==> src/rtl/sc_nve_pkg.sv <==
// Shared definitions for the vehicle-lane consumer of the level state machine:
// velocity codes, default shift dividers and the lane width.
package sc_nve_pkg;

  localparam int LANE_W          = 8;
  localparam int DIV_SLOW_DEF    = 25000000;
  localparam int DIV_MED_DEF     = 12500000;
  localparam int DIV_FAST_DEF    = 6250000;
  localparam int PRESCALER_W_DEF = 25;

  typedef enum logic [1:0] {
    VEL_STOP = 2'b00,
    VEL_SLOW = 2'b01,
    VEL_MED  = 2'b10,
    VEL_FAST = 2'b11
  } vel_code_e;

endpackage

==> src/rtl/sc_lane_prescaler_nve.sv <==
// Shift-rate prescaler for one road lane. Picks the divider from the velocity
// code, gates counting on the paired speed-enable line, restarts the count
// whenever the code changes and emits a one-cycle rotate enable that is
// asserted in the cycle whose rising edge performs the rotation.
module sc_lane_prescaler_nve
  import sc_nve_pkg::*;
#(
  parameter int DIV_SLOW        = DIV_SLOW_DEF,
  parameter int DIV_MED         = DIV_MED_DEF,
  parameter int DIV_FAST        = DIV_FAST_DEF,
  parameter int PRESCALER_WIDTH = PRESCALER_W_DEF
) (
  input  logic       clk,
  input  logic       rst_n,
  input  logic       load,
  input  logic       pause,
  input  logic [1:0] vel_code,
  input  logic       hab_fast,
  input  logic       hab_med,
  input  logic       hab_slow,
  output logic       rotate_en
);

  localparam logic [PRESCALER_WIDTH-1:0] SLOW_LAST = PRESCALER_WIDTH'(DIV_SLOW - 1);
  localparam logic [PRESCALER_WIDTH-1:0] MED_LAST  = PRESCALER_WIDTH'(DIV_MED - 1);
  localparam logic [PRESCALER_WIDTH-1:0] FAST_LAST = PRESCALER_WIDTH'(DIV_FAST - 1);

  vel_code_e                  code_in;
  vel_code_e                  code_p1;
  logic [PRESCALER_WIDTH-1:0] count_p1;
  logic [PRESCALER_WIDTH-1:0] last;
  logic                       run;
  logic                       changed;

  assign code_in = vel_code_e'(vel_code);
  assign changed = (code_in != code_p1);

  // Terminal count and paired speed enable for the incoming velocity code
  always_comb begin
    last = '0;
    run  = 1'b0;
    case (code_in)
      VEL_SLOW: begin last = SLOW_LAST; run = hab_slow; end
      VEL_MED:  begin last = MED_LAST;  run = hab_med;  end
      VEL_FAST: begin last = FAST_LAST; run = hab_fast; end
      default:  begin last = '0;        run = 1'b0;     end
    endcase
  end

  // A code change swallows the edge: no rotation while the count restarts
  assign rotate_en = !load && !pause && !changed && run && (count_p1 == last);

  // Prescaler count and stored velocity code; pause freezes both in shift mode
  always_ff @(posedge clk) begin
    if (!rst_n) begin
      count_p1 <= '0;
      code_p1  <= VEL_STOP;
    end else if (load) begin
      count_p1 <= '0;
      code_p1  <= code_in;
    end else if (!pause) begin
      code_p1 <= code_in;
      if (changed)
        count_p1 <= '0;
      else if (run)
        count_p1 <= (count_p1 == last) ? '0 : count_p1 + 1'b1;
    end
  end

endmodule

==> src/rtl/sc_lane_shift_nve.sv <==
// One road lane of the frogger LED matrix: holds an 8-bit lane pattern,
// loads it from the level state machine, rotates it at the selected speed and
// flags overlap with the frog column one cycle later.
// Optional build macro SC_LANE_SHIFT_NVE_PAUSE_EN adds SC_LANE_SHIFT_NVE_PAUSE_IN,
// which freezes the lane, prescaler and stored velocity code in shift mode.
module sc_lane_shift_nve
  import sc_nve_pkg::*;
#(
  parameter int DATAWIDTH_BUS   = LANE_W,
  parameter int DIV_SLOW        = DIV_SLOW_DEF,
  parameter int DIV_MED         = DIV_MED_DEF,
  parameter int DIV_FAST        = DIV_FAST_DEF,
  parameter int PRESCALER_WIDTH = PRESCALER_W_DEF,
  parameter int SHIFT_DIR       = 0
) (
  input  logic                     SC_LANE_SHIFT_NVE_CLOCK_50,
  input  logic                     SC_LANE_SHIFT_NVE_RESET,
`ifdef SC_LANE_SHIFT_NVE_PAUSE_EN
  input  logic                     SC_LANE_SHIFT_NVE_PAUSE_IN,
`endif
  input  logic                     SC_LANE_SHIFT_NVE_LOAD_SHIFT_IN,
  input  logic [DATAWIDTH_BUS-1:0] SC_LANE_SHIFT_NVE_REGNIVEL_IN,
  input  logic [1:0]               SC_LANE_SHIFT_NVE_VEL_SELECT_IN,
  input  logic                     SC_LANE_SHIFT_NVE_HAB_VEL0_IN,
  input  logic                     SC_LANE_SHIFT_NVE_HAB_VEL1_IN,
  input  logic                     SC_LANE_SHIFT_NVE_HAB_VEL2_IN,
  input  logic [DATAWIDTH_BUS-1:0] SC_LANE_SHIFT_NVE_FROG_POS_IN,
  output logic [DATAWIDTH_BUS-1:0] SC_LANE_SHIFT_NVE_LANE_OUT,
  output logic                     SC_LANE_SHIFT_NVE_TICK_OUT,
  output logic                     SC_LANE_SHIFT_NVE_COLLISION_OUT
);

  // Rotate by one position; SHIFT_DIR 0 wraps the MSB into bit 0
  function automatic logic [DATAWIDTH_BUS-1:0] rotate_one(input logic [DATAWIDTH_BUS-1:0] lane);
    if (SHIFT_DIR == 0)
      return {lane[DATAWIDTH_BUS-2:0], lane[DATAWIDTH_BUS-1]};
    else
      return {lane[0], lane[DATAWIDTH_BUS-1:1]};
  endfunction

  logic                     clk;
  logic                     rst_n;
  logic                     load;
  logic                     pause;
  logic [DATAWIDTH_BUS-1:0] pattern;
  logic [DATAWIDTH_BUS-1:0] frog;
  logic                     rotate_en;
  logic [DATAWIDTH_BUS-1:0] lane_p1;
  logic                     tick_p1;
  logic                     coll_p1;

  assign clk     = SC_LANE_SHIFT_NVE_CLOCK_50;
  assign rst_n   = SC_LANE_SHIFT_NVE_RESET;
  assign load    = SC_LANE_SHIFT_NVE_LOAD_SHIFT_IN;
  assign pattern = SC_LANE_SHIFT_NVE_REGNIVEL_IN;
  assign frog    = SC_LANE_SHIFT_NVE_FROG_POS_IN;

`ifdef SC_LANE_SHIFT_NVE_PAUSE_EN
  assign pause = SC_LANE_SHIFT_NVE_PAUSE_IN;
`else
  assign pause = 1'b0;
`endif

  sc_lane_prescaler_nve #(
    .DIV_SLOW        (DIV_SLOW),
    .DIV_MED         (DIV_MED),
    .DIV_FAST        (DIV_FAST),
    .PRESCALER_WIDTH (PRESCALER_WIDTH)
  ) u_prescaler (
    .clk       (clk),
    .rst_n     (rst_n),
    .load      (load),
    .pause     (pause),
    .vel_code  (SC_LANE_SHIFT_NVE_VEL_SELECT_IN),
    .hab_fast  (SC_LANE_SHIFT_NVE_HAB_VEL0_IN),
    .hab_med   (SC_LANE_SHIFT_NVE_HAB_VEL1_IN),
    .hab_slow  (SC_LANE_SHIFT_NVE_HAB_VEL2_IN),
    .rotate_en (rotate_en)
  );

  // Lane register: zero patterns are wait states and never blank the lane
  always_ff @(posedge clk) begin
    if (!rst_n) begin
      lane_p1 <= '0;
      tick_p1 <= 1'b0;
    end else begin
      tick_p1 <= rotate_en;
      if (load && (pattern != '0))
        lane_p1 <= pattern;
      else if (rotate_en)
        lane_p1 <= rotate_one(lane_p1);
    end
  end

  // Collision flag from the lane as it stood before this edge
  always_ff @(posedge clk) begin
    if (!rst_n)
      coll_p1 <= 1'b0;
    else
      coll_p1 <= |(lane_p1 & frog);
  end

  assign SC_LANE_SHIFT_NVE_LANE_OUT      = lane_p1;
  assign SC_LANE_SHIFT_NVE_TICK_OUT      = tick_p1;
  assign SC_LANE_SHIFT_NVE_COLLISION_OUT = coll_p1;

endmodule
==> config.mk <==
export PLATFORM = sky130hd
export DESIGN_NAME = sc_lane_shift_nve
export DESIGN_NICKNAME = d
export VERILOG_FILES = /design/src/rtl/sc_nve_pkg.sv /design/src/rtl/sc_lane_prescaler_nve.sv /design/src/rtl/sc_lane_shift_nve.sv
export SDC_FILE = /design/constraint.sdc
export NUM_CORES = 1
export LEC_CHECK = 0
export ABC_AREA = 1
export CAP_MARGIN = 20
export CELL_PAD_IN_SITES_DETAIL_PLACEMENT = 1
export CELL_PAD_IN_SITES_GLOBAL_PLACEMENT = 2
export CORE_ASPECT_RATIO = 1.5
export CORE_UTILIZATION = 30
export CTS_CLUSTER_SIZE = 25
export DETAILED_ROUTE_END_ITERATION = 12
export DONT_BUFFER_PORTS = 1
export MAX_ROUTING_LAYER = met4
export PLACE_DENSITY = 0.87
export RECOVER_POWER = 25
export SLEW_MARGIN = 10
export SYNTH_ARGS = -nofsm -noshare
export SYNTH_HDL_FRONTEND = slang
export SYNTH_HIERARCHICAL = 1
export SYNTH_SLANG_ARGS = --single-unit
==> constraint.sdc <==
create_clock -name SC_LANE_SHIFT_NVE_CLOCK_50 -period 2 [get_ports SC_LANE_SHIFT_NVE_CLOCK_50]
set_input_delay 0.4 -clock SC_LANE_SHIFT_NVE_CLOCK_50 [delete_from_list [all_inputs] [get_ports SC_LANE_SHIFT_NVE_CLOCK_50]]
set_output_delay 0.4 -clock SC_LANE_SHIFT_NVE_CLOCK_50 [all_outputs]
set_load 0.005 [all_outputs]
==> results.yml <==
status:
  outcome: "finished, violations left"
  violations: "negative setup slack"
clock_tree:
  cts_buffers: 5
  cts_tree: "built"
  clk_path_buf_depth: 2
  clk-insertion-delay-late_ns: 0.29
  clk_pin_slew_ns: 0.06
  cts.htree.levels: 2
  clkSinkCount: 37
  cts_hold_buf: 0
  cts_root_buffer: "clkbuf_16"
route:
  routed-via-count: 3153
  firstDrtPassIters: 4
  finalWirelength_um: 10200
  wl_met2_um: 5570
  drt_iter0_markers: 116
  wl_met3_um: 306
  drc: 0
  avgViaCountPerCell: 5.01
  drt-wirelength-per-cell_um: 16.3
  routed.top_layer: "met4"
  wl_met1_um: 3780
  antenna_left: 0
critical_path:
  critical_path.max_stage_delay_ns: 0.32
  crit_required_ns: 2.22
  critical_path_arrival_ns: 2.25
  rrSetupSlack_ns: 0.06
  r2r_end: "SC_LANE_SHIFT_NVE_LANE_OUT[1]"
  crit_fanout: 5
  cp_common_cell: "nand2_1"
  critPathKind: "in2reg"
  critical_path.reg2reg.startpoint: "u_prescaler/count_p1[21]"
  start_kind: "input pin"
  slowest_stage: "ha_4"
  timing.reg2reg.worst_path_depth: 13
  cp_cell_sequence: "clkinvlp_4 > ha_4 > inv_4 > nand2_1 > nand2_1 > nor2_1 > nand2_1 > nor2_4 > nand3_4 > nor3_4 > buf_6 > nand2_1 > nand2_1 > nand2_1 > a21oi_1"
  cp-end-kind: "flop"
layout:
  final_cells: 629
  finalNetCount: 548
  fin_util_pct: 39.9
  diodes: 0
  fin_area_mm2: 0.00352
  syn_to_final_growth_pct: 28.5
  drive_above_1_share_pct: 22.5
  fillers: 1195
grt:
  antenna_found_initial: 0
  grt_use_total_pct: 22.4
  grt_pass1_wl_um: 15500
  grt_pass1_vias: 3234
  overflow: 0
  grt_start_max_net_pins: 19
sta:
  post-route-period-util_pct: 101
  layout_min_cycle_time_ns: 2.03
  worst_slack_ns: -0.0281
  skew_ns: 0.00735
  tns_ns: -0.0549
  setup_viol: 2
  drv_slew: 0
  grt_setup_unrepaired: "true"
  hold_viol_final: 0
  fmax_ghz: 0.493
logic_synthesis:
  synth_cell_types: 31
  synth_area_leader_cell: "dfxtp_1"
  yosysSeqAreaShare_pct: 27.0
  syn_inst: 465
  syn_area_mm2: 0.00274
  synth-edff-count: 0
  synth_top_area_share_pct: 27.0
  synth_warnings: 6
  yosys_register_bits: 37
  syn_avg_cell_area_um2: 5.90
  synth_ff_type: "dfxtp_1"
  synthArstFlopShare_pct: 0
  synth_area_leaders: "dfxtp_1, nand2_1, nor2_1"
placement:
  dp.cells: 613
  placed_area_mm2: 0.00315
  numPortBuffers: 0
  gp_congestion: 0.936
  dpl.hpwl_um: 7970
min_path:
  hold_class: "in2reg"
  hold_path_depth: 2
  whs_endpoint: "SC_LANE_SHIFT_NVE_TICK_OUT"
  worstHoldStart: "SC_LANE_SHIFT_NVE_RESET"
floorplanning:
  start_util_pct: 31.1
  dieArea_mm2: 0.00954
  die_x_um: 80.1
  pin_count: 34
  core_mm2: 0.00883
  die_y_um: 119
  rows: 42
power_and_ir_drop:
  ir_drop_mv: 0.448
  power_density_mw_per_mm2: 541
  power_w: 0.00191
  power.leakage_nw: 1.50
run:
  maxCapViolCount: 0
[cells in the final DEF (no fill, tap or decap), drive strengths merged]
cell,n
nor3,11
nand2,163
xnor2,1
a21oi,26
nand2b,1
o21ai,12
a221oi,1
conb,2
clkinvlp,2
a22o,2
xor2,14
and2,1
buf,50
nand3,45
nand4,3
dfxtp,37
ha,6
clkinv,4
clkbuf,6
inv,57
o21bai,2
nor2,73
[worst max-delay path by stage]
| stage | depth (start not counted) | start | slack [ns] | endpoint |
|---|---|---|---|---|
| global route | 15 | SC_LANE_SHIFT_NVE_VEL_SELECT_IN[1] | -0.16 | SC_LANE_SHIFT_NVE_LANE_OUT[1] |
| CTS | 16 | SC_LANE_SHIFT_NVE_VEL_SELECT_IN[1] | 0.04 | SC_LANE_SHIFT_NVE_LANE_OUT[3] |
| global placement | 16 | SC_LANE_SHIFT_NVE_VEL_SELECT_IN[1] | -0.30 | SC_LANE_SHIFT_NVE_LANE_OUT[0] |
| floorplan | 15 | SC_LANE_SHIFT_NVE_VEL_SELECT_IN[0] | 0.05 | SC_LANE_SHIFT_NVE_LANE_OUT[0] |
| finish | 15 | SC_LANE_SHIFT_NVE_VEL_SELECT_IN[1] | -0.03 | SC_LANE_SHIFT_NVE_LANE_OUT[1] |
| detailed placement | 16 | SC_LANE_SHIFT_NVE_VEL_SELECT_IN[1] | -0.36 | SC_LANE_SHIFT_NVE_LANE_OUT[3] |
[timing repair]
action / 4_1_cts / 5_1_grt
buffers inserted: 0 / 7
gates resized for setup: 2 / 56
cloned: 0 / 1
setup endpoints to repair: 8 / 13
pin swaps: 0 / 15
[power by group]
part	internal (W)	switching, W
clock network	0.000458	0.000340
registers	0.000753	0.0000192
logic	0.000146	0.000190
[stage by stage]
step	setup slack (ns)	hold slack (ns)
2_1_floorplan	0.0454	0.470
6_report	-0.0281	0.221
3_5_place_dp	-0.361	0.508
4_1_cts	0.0439	0.223
5_1_grt	-0.163	0.232
3_3_place_gp	-0.300	0.490
[sequential cells by signal, summed over array words and instances (netlist names)]
register,count
SC_LANE_SHIFT_NVE_COLLISION_OUT,1
SC_LANE_SHIFT_NVE_LANE_OUT,8
SC_LANE_SHIFT_NVE_TICK_OUT,1
u_prescaler/code_p1,2
u_prescaler/count_p1,25
[logic make-up after synthesis]
kind of cell	synth area share, %
buf+inv	10.6
compound gates	9.40
simple gates	45.3
flops	27.0
fa+ha+maj	2.74
other cells	0.137
xor+xnor	4.79
[synth_stat cells (all sizes together), types with 2 or more instances]
| cell type | number |
|---|---|
| o21ai | 12 |
| ha | 6 |
| xor2 | 14 |
| nor2 | 73 |
| inv | 59 |
| buf | 6 |
| a22o | 2 |
| nand4 | 3 |
| o21bai | 2 |
| dfxtp | 37 |
| nand3 | 45 |
| nand2 | 163 |
| nor3 | 11 |
| a21oi | 26 |
[per-layer routing]
layer	global-route usage (%)	vias up
met4	13.4	0
met5	-	-
li1	-	1558
met2	41.6	68
met1	20.8	1492
met3	3.83	35
[cell type report]
class	instances	area [µm²]	area share, %
Clock buffer	5	125	3.55
Tap cell	110	138	3.91
Multi-Input combinational cell	363	1830	52.1
Inverter	60	239	6.78
Sequential cell	37	756	21.4
Clock inverter	3	17.5	0.497
Timing Repair Buffer	51	414	11.8
[worst max-delay path, delay by kind of cell]
| kind | cells | cell delay (ns) |
|---|---|---|
| adder cells (fa/ha/maj) | 1 | 0.32 |
| AO/OA/AOI/OAI | 1 | 0.13 |
| buffers and inverters | 3 | 0.32 |
| AND/OR/NAND/NOR | 10 | 1.06 |
Note: power is estimated with default switching activity, not from simulation.
